[config.mk]
export PLATFORM = sky130hd
export DESIGN_NAME = bsg_chip_reset_sequencer
export DESIGN_NICKNAME = d
export VERILOG_FILES = /design/src/rtl/bsg_chip_pkg.sv /design/src/rtl/bsg_chip_reset_seq_counter.sv /design/src/rtl/bsg_chip_reset_sequencer.sv
export SDC_FILE = /design/constraint.sdc
export NUM_CORES = 1
export LEC_CHECK = 0
export ABC_AREA = 1
export CAP_MARGIN = 40
export CORE_MARGIN = 2
export CORE_UTILIZATION = 50
export DETAILED_ROUTE_END_ITERATION = 10
export MAX_ROUTING_LAYER = met4
export PLACE_DENSITY = 0.9
export SETUP_SLACK_MARGIN = 0.2
export SKIP_CTS_REPAIR_TIMING = 1
export SLEW_MARGIN = 20
export SYNTH_ARGS = -nofsm -noshare
export SYNTH_HDL_FRONTEND = slang
export SYNTH_SLANG_ARGS = --single-unit
[constraint.sdc]
create_clock -name clk_i -period 6.9 [get_ports clk_i]
set_input_delay 2.07 -clock clk_i [delete_from_list [all_inputs] [get_ports clk_i]]
set_output_delay 2.07 -clock clk_i [all_outputs]
set_load 0.02 [all_outputs]
[src/rtl/bsg_chip_pkg.sv]
// Shared definitions for the chip reset bring-up sequencer: stage indices and FSM state type.
package bsg_chip_pkg;

  localparam int unsigned STAGE_CLK_GEN   = 0;
  localparam int unsigned STAGE_LINK_IO   = 1;
  localparam int unsigned STAGE_LINK_CORE = 2;
  localparam int unsigned STAGE_CT        = 3;
  localparam int unsigned STAGE_ROUTER    = 4;
  localparam int unsigned STAGE_BP        = 5;

  typedef enum logic [2:0] {
    ST_IDLE,
    ST_HOLD,
    ST_RELEASE,
    ST_SETTLE,
    ST_WAIT,
    ST_NEXT,
    ST_DONE,
    ST_ERROR
  } seq_state_e;

endpackage

[src/rtl/bsg_chip_reset_seq_counter.sv]
// Loadable up/down counter shared by the hold, settle and ready-timeout phases of the sequencer.
module bsg_chip_reset_seq_counter
  import bsg_chip_pkg::*;
#(
  parameter int unsigned width_p = 16
) (
  input  logic               clk_i,
  input  logic               reset_n_i,
  input  logic               clr_i,
  input  logic               load_i,
  input  logic               inc_i,
  input  logic               dec_i,
  input  logic [width_p-1:0] load_val_i,
  input  logic [width_p-1:0] tc_val_i,
  output logic               zero_o,
  output logic               tc_o
);

  logic [width_p-1:0] r_count;

  // Priority: clear, load, increment, decrement.
  always_ff @(posedge clk_i or negedge reset_n_i) begin
    if (!reset_n_i) begin
      r_count <= '0;
    end else if (clr_i) begin
      r_count <= '0;
    end else if (load_i) begin
      r_count <= load_val_i;
    end else if (inc_i) begin
      r_count <= r_count + width_p'(1);
    end else if (dec_i) begin
      r_count <= r_count - width_p'(1);
    end
  end

  assign zero_o = (r_count == '0);
  assign tc_o   = (r_count == tc_val_i);

endmodule

[src/rtl/bsg_chip_reset_sequencer.sv]
// Ordered reset release for the chip's clock domains: hold all, then release stage by stage
// with a settle delay and optional ready handshake per stage.
module bsg_chip_reset_sequencer
  import bsg_chip_pkg::*;
#(
  parameter int unsigned num_stages_p    = 6,
  parameter int unsigned cnt_width_p     = 16,
  parameter int unsigned assert_cycles_p = 64,
  parameter int unsigned timeout_p       = 4096
) (
  input  logic                                   clk_i,
  input  logic                                   reset_n_i,
  input  logic                                   start_i,
  input  logic [num_stages_p*cnt_width_p-1:0]    delay_i,
  input  logic [num_stages_p-1:0]                wait_mask_i,
  input  logic [num_stages_p-1:0]                ready_i,
  output logic [num_stages_p-1:0]                stage_reset_o,
  output logic [$clog2(num_stages_p+1)-1:0]      stage_o,
  output logic                                   done_o,
  output logic                                   error_o,
  output logic [$clog2(num_stages_p)-1:0]        err_stage_o
);

  localparam int unsigned STAGE_W = $clog2(num_stages_p + 1);
  localparam int unsigned ERR_W   = $clog2(num_stages_p);

  seq_state_e                r_state, w_state_nxt;
  logic                      r_start_d;
  logic                      r_start_armed;
  logic [num_stages_p-1:0]   r_stage_reset, w_stage_reset_nxt;
  logic [STAGE_W-1:0]        r_stage, w_stage_nxt;
  logic                      r_done, w_done_nxt;
  logic                      r_error, w_error_nxt;
  logic [ERR_W-1:0]          r_err_stage, w_err_stage_nxt;

  logic                      w_start_edge;
  logic                      w_cnt_clr, w_cnt_load, w_cnt_inc, w_cnt_dec;
  logic                      w_cnt_zero, w_cnt_tc;
  logic [cnt_width_p-1:0]    w_cnt_tc_val;
  logic [cnt_width_p-1:0]    w_cur_delay;
  logic                      w_cur_mask, w_cur_ready;
  logic [num_stages_p-1:0]   w_cur_onehot;
  logic [STAGE_W-1:0]        w_stage_inc;
  logic                      w_last;

  // The armed flag keeps a start level held through reset release from counting as an edge.
  assign w_start_edge = start_i & ~r_start_d & r_start_armed;
  assign w_stage_inc  = r_stage + STAGE_W'(1);
  assign w_last       = (w_stage_inc == STAGE_W'(num_stages_p));
  assign w_cnt_tc_val = (r_state == ST_HOLD) ? cnt_width_p'(assert_cycles_p - 1)
                                             : cnt_width_p'(timeout_p - 1);

  always_comb begin
    w_cur_delay  = '0;
    w_cur_mask   = 1'b0;
    w_cur_ready  = 1'b0;
    w_cur_onehot = '0;
    for (int i = 0; i < int'(num_stages_p); i++) begin
      if (r_stage == STAGE_W'(i)) begin
        w_cur_delay     = delay_i[i*cnt_width_p +: cnt_width_p];
        w_cur_mask      = wait_mask_i[i];
        w_cur_ready     = ready_i[i];
        w_cur_onehot[i] = 1'b1;
      end
    end
  end

  bsg_chip_reset_seq_counter #(
    .width_p (cnt_width_p)
  ) u_counter (
    .clk_i      (clk_i),
    .reset_n_i  (reset_n_i),
    .clr_i      (w_cnt_clr),
    .load_i     (w_cnt_load),
    .inc_i      (w_cnt_inc),
    .dec_i      (w_cnt_dec),
    .load_val_i (w_cur_delay),
    .tc_val_i   (w_cnt_tc_val),
    .zero_o     (w_cnt_zero),
    .tc_o       (w_cnt_tc)
  );

  always_ff @(posedge clk_i or negedge reset_n_i) begin
    if (!reset_n_i) begin
      r_state       <= ST_IDLE;
      r_start_d     <= 1'b0;
      r_start_armed <= 1'b0;
      r_stage_reset <= '1;
      r_stage       <= '0;
      r_done        <= 1'b0;
      r_error       <= 1'b0;
      r_err_stage   <= '0;
    end else begin
      r_state       <= w_state_nxt;
      r_start_d     <= start_i;
      r_start_armed <= 1'b1;
      r_stage_reset <= w_stage_reset_nxt;
      r_stage       <= w_stage_nxt;
      r_done        <= w_done_nxt;
      r_error       <= w_error_nxt;
      r_err_stage   <= w_err_stage_nxt;
    end
  end

  // Next state and next registered outputs; a start edge overrides every other transition.
  always_comb begin
    w_state_nxt       = r_state;
    w_stage_reset_nxt = r_stage_reset;
    w_stage_nxt       = r_stage;
    w_done_nxt        = r_done;
    w_error_nxt       = r_error;
    w_err_stage_nxt   = r_err_stage;
    w_cnt_clr         = 1'b0;
    w_cnt_load        = 1'b0;
    w_cnt_inc         = 1'b0;
    w_cnt_dec         = 1'b0;

    if (w_start_edge) begin
      w_state_nxt       = ST_HOLD;
      w_cnt_clr         = 1'b1;
      w_stage_reset_nxt = '1;
      w_stage_nxt       = '0;
      w_done_nxt        = 1'b0;
      w_error_nxt       = 1'b0;
    end else begin
      case (r_state)
        ST_IDLE: ;
        ST_HOLD: begin
          if (w_cnt_tc) w_state_nxt = ST_RELEASE;
          else          w_cnt_inc   = 1'b1;
        end
        ST_RELEASE: begin
          w_stage_reset_nxt = r_stage_reset & ~w_cur_onehot;
          w_cnt_load        = 1'b1;
          w_state_nxt       = ST_SETTLE;
        end
        ST_SETTLE: begin
          if (!w_cnt_zero) begin
            w_cnt_dec = 1'b1;
          end else if (w_cur_mask) begin
            w_state_nxt = ST_WAIT;
            w_cnt_clr   = 1'b1;
          end else begin
            w_state_nxt = ST_NEXT;
          end
        end
        ST_WAIT: begin
          if (w_cur_ready) begin
            w_state_nxt = ST_NEXT;
          end else if (w_cnt_tc) begin
            w_state_nxt     = ST_ERROR;
            w_error_nxt     = 1'b1;
            w_err_stage_nxt = ERR_W'(r_stage);
          end else begin
            w_cnt_inc = 1'b1;
          end
        end
        ST_NEXT: begin
          w_stage_nxt = w_stage_inc;
          if (w_last) begin
            w_state_nxt       = ST_DONE;
            w_done_nxt        = 1'b1;
            w_stage_reset_nxt = '0;
          end else begin
            w_state_nxt = ST_RELEASE;
          end
        end
        ST_DONE: ;
        ST_ERROR: ;
        default: w_state_nxt = ST_IDLE;
      endcase
    end
  end

  assign stage_reset_o = r_stage_reset;
  assign stage_o       = r_stage;
  assign done_o        = r_done;
  assign error_o       = r_error;
  assign err_stage_o   = r_err_stage;

endmodule

==> results.sh <==
export IMPL_numPortBuffers=124
export IMPL_status="finished, final reports clean"
export IMPL_arrival_ns=5.39
export IMPL_initial_core_util_pct=50.85
export IMPL_synth_edf_count=0
export IMPL_r2r_cells=20
export IMPL_p_leak_uw=0.002313
export IMPL_cap_violations=0
export IMPL_synthCells=559
export IMPL_finalInstanceArea_um2=5051
export IMPL_clk_latency_ns=0.31
export IMPL_drtIter0Drc=337
export IMPL_die_w_um=89.42
export IMPL_hpwl_um=9776
export IMPL_drive_gt1_share_pct=8.333
export IMPL_overflow=0
export IMPL_skew_ns=0.01225
export IMPL_clockBufferDepth=2
export IMPL_avgSynthCellArea_um2=6.527
export IMPL_yosysSeqAreaShare_pct=24.21
export IMPL_rsz0062_at_grt="no"
export IMPL_numCtsBuffers=5
export IMPL_grt_pass1_vias=4304
export IMPL_synthFlopType="dfrtp_1"
export IMPL_fmax_mhz=193.3
export IMPL_synth_warnings=0
export IMPL_power_density_nw_per_um2=473.8
export IMPL_antenna_cells=0
export IMPL_ys_top_cells_by_area="dfrtp_1, nand2_1, nand3_1"
export IMPL_tightest_slew_ns=0.7631
export IMPL_ant_nets=0
export IMPL_grt_max_degree=38
export IMPL_synth_most_common_cell="nand2_1"
export IMPL_crit_top_cell="nand2_1"
export IMPL_startpoint="ready_i[0]"
export IMPL_coreArea_um2=7176
export IMPL_ys_ff_latch=35
export IMPL_tns_ns=0
export IMPL_async_flop_share_pct=100.0
export IMPL_period_minus_slack_ns=5.172
export IMPL_synth_top_area_share_pct=19.89
export IMPL_num_rows=31
export IMPL_clk_pin_slew_ns=0.09
export IMPL_cpMaxStageDelayCell="ha_1"
export IMPL_cp_required_ns=7.11
export IMPL_h_tree_depth=2
export IMPL_cp_max_fo=20
export IMPL_cts_tree="yes"
export IMPL_syn_nets=695
export IMPL_setup_worst_path_class="input port to flip-flop"
export IMPL_ioPinCount=125
export IMPL_wl_per_cell_um=16.81
export IMPL_yosysTopAreaCell="dfrtp_1"
export IMPL_r2r_start="stage_o[1]"
export IMPL_chipHeight_um=89.42
export IMPL_ys_top_cells_by_count="nand2_1, nand3_1, o21ai_0, a21oi_1, inv_1"
export IMPL_clock_sinks=35
export IMPL_finalWirelength_um=12960
export IMPL_synth_area_um2=3648
export IMPL_place_congestion=0.9943
export IMPL_vias=4520
export IMPL_hold_path_class="flip-flop to flip-flop"
export IMPL_yosysUniqueCellTypes=45
export IMPL_avgViaCountPerCell=5.863
export IMPL_startpoint_type="input port"
export IMPL_fin_crit_sh_pct=74.96
export IMPL_slew_headroom_pct=48.96
export IMPL_grt_usage_pct=33.63
export IMPL_antenna_found_initial=0
export IMPL_holdPathStages=2
export IMPL_finalSetupViolCount=0
export IMPL_root_buffer="clkbuf_8"
export IMPL_syn2layout_area_growth_pct=38.44
export IMPL_setup_worst_path_end_class="flip-flop"
export IMPL_hold_viol=0
export IMPL_dr_pass1_iters=5
export IMPL_final_core_util_pct=70.39
export IMPL_drv_slew=0
export IMPL_grt_pass1_wl_um=20030
export IMPL_min_from="stage_reset_o[1]"
export IMPL_cpPeakStageDelay_ns=0.60
export IMPL_final_nets=807
export IMPL_die_area_um2=7996
export IMPL_post_route_drc_count=0
export IMPL_cp_cell_sequence="clkdlybuf4s50_1 -> inv_1 -> nor2_1 -> nand2_1 -> nand3_1 -> nand2_1 -> nand2_1 -> nand2_1 -> nand2_1 -> nand2_1 -> nand3_2 -> ha_1 -> a21oi_1 -> o21ai_0 -> a21oi_1 -> o21ai_0 -> nand2_1 -> nand2_1 -> nand3b_1 -> nand3_1 -> nand2_1 -> nand2_1"
export IMPL_peakVddDrop_mv=0.2453
export IMPL_place_area_um2=4931
## flip-flops by register name (all words and copies together), names as in the netlist
name,cells
stage_reset_o,6
stage_o,3
done_o,1
r_start_armed,1
err_stage_o,3
r_state,3
error_o,1
r_start_d,1
u_counter.r_count,16
## cell families (layout without fill, tap and decap cells)
group | count (synthesis) | count (layout) | synth area share, %
AOI/OAI and AO/OA | 151 | 151 | 23.66
xor gates and xnor gates | 5 | 5 | 1.200
adders and majority gates | 25 | 25 | 8.779
buffers and inverters | 72 | 185 | 8.025
DFF | 35 | 35 | 24.21
other | 1 | 1 | 0.1028
and+or+nand+nor | 270 | 270 | 34.02
## critical path, delay by kind of cell
family / cells / cell delay [ns]
adder cells (fa/ha/maj): 1 / 0.60
AO/OA/AOI/OAI: 4 / 0.79
AND/OR/NAND/NOR: 15 / 1.49
buffers and inverters: 2 / 0.47
## path summary, 6_finish.rpt
check,to,slack [ns]
max,u_counter.r_count[15],1.73
min,stage_reset_o[1],0.49
max reg2reg,u_counter.r_count[15],2.34
min reg2reg,stage_reset_o[1],0.49
max in group asynchronous,stage_reset_o[3],4.37
min in group asynchronous,u_counter.r_count[15],2.18
## stage by stage
step           hold slack (ns)  instances  power, uW  setup slack [ns]
3_5_place_dp            0.4678        762       2135             1.497
6_report                0.4883        771       2393             1.728
4_1_cts                 0.4800        770       2350             1.752
3_3_place_gp            0.4664        761       2061             1.648
5_1_grt                 0.4921        771       2613             1.373
2_1_floorplan           0.4831        559       1693             2.488
## layout make-up
class	instances	area (um^2)
Fill cell	623	2125
Clock inverter	3	43.79
Tap cell	99	123.9
Multi-Input combinational cell	452	2472
Sequential cell	35	883.3
Inverter	49	183.9
Clock buffer	5	68.82
Timing Repair Buffer	128	1275
## per-layer routing
| metal | wire length [um] | share of wire (%) | vias up | GRT usage, % |
|---|---|---|---|---|
| li1 | - | - | 2143 | - |
| met1 | 5247 | 40 | 2081 | 40.18 |
| met2 | 6268 | 48 | 241 | 56.77 |
| met3 | 969 | 7.5 | 55 | 5.633 |
| met4 | 478 | 3.7 | 0 | 12.48 |
| met5 | 0 | 0 | - | - |
## where the power goes
group | switching [uW] | internal [uW]
combinational | 1100 | 693
sequential | 107 | 292
clock | 90.3 | 108
## placed cells by master, fill, tap and decap left out, drive strengths merged, types with 3 or more instances in the layout
cell	n
a21oi	45
a31oi	4
buf	4
clkbuf	5
clkdlybuf4s50	124
dfrtp	29
dfstp	6
ha	24
inv	49
nand2	136
nand3	73
nand4	5
nor2	36
nor3	8
nor4	3
o211ai	15
o21ai	76
or2	5
xor2	4
No activity file was read; power rests on OpenSTA's default activity.
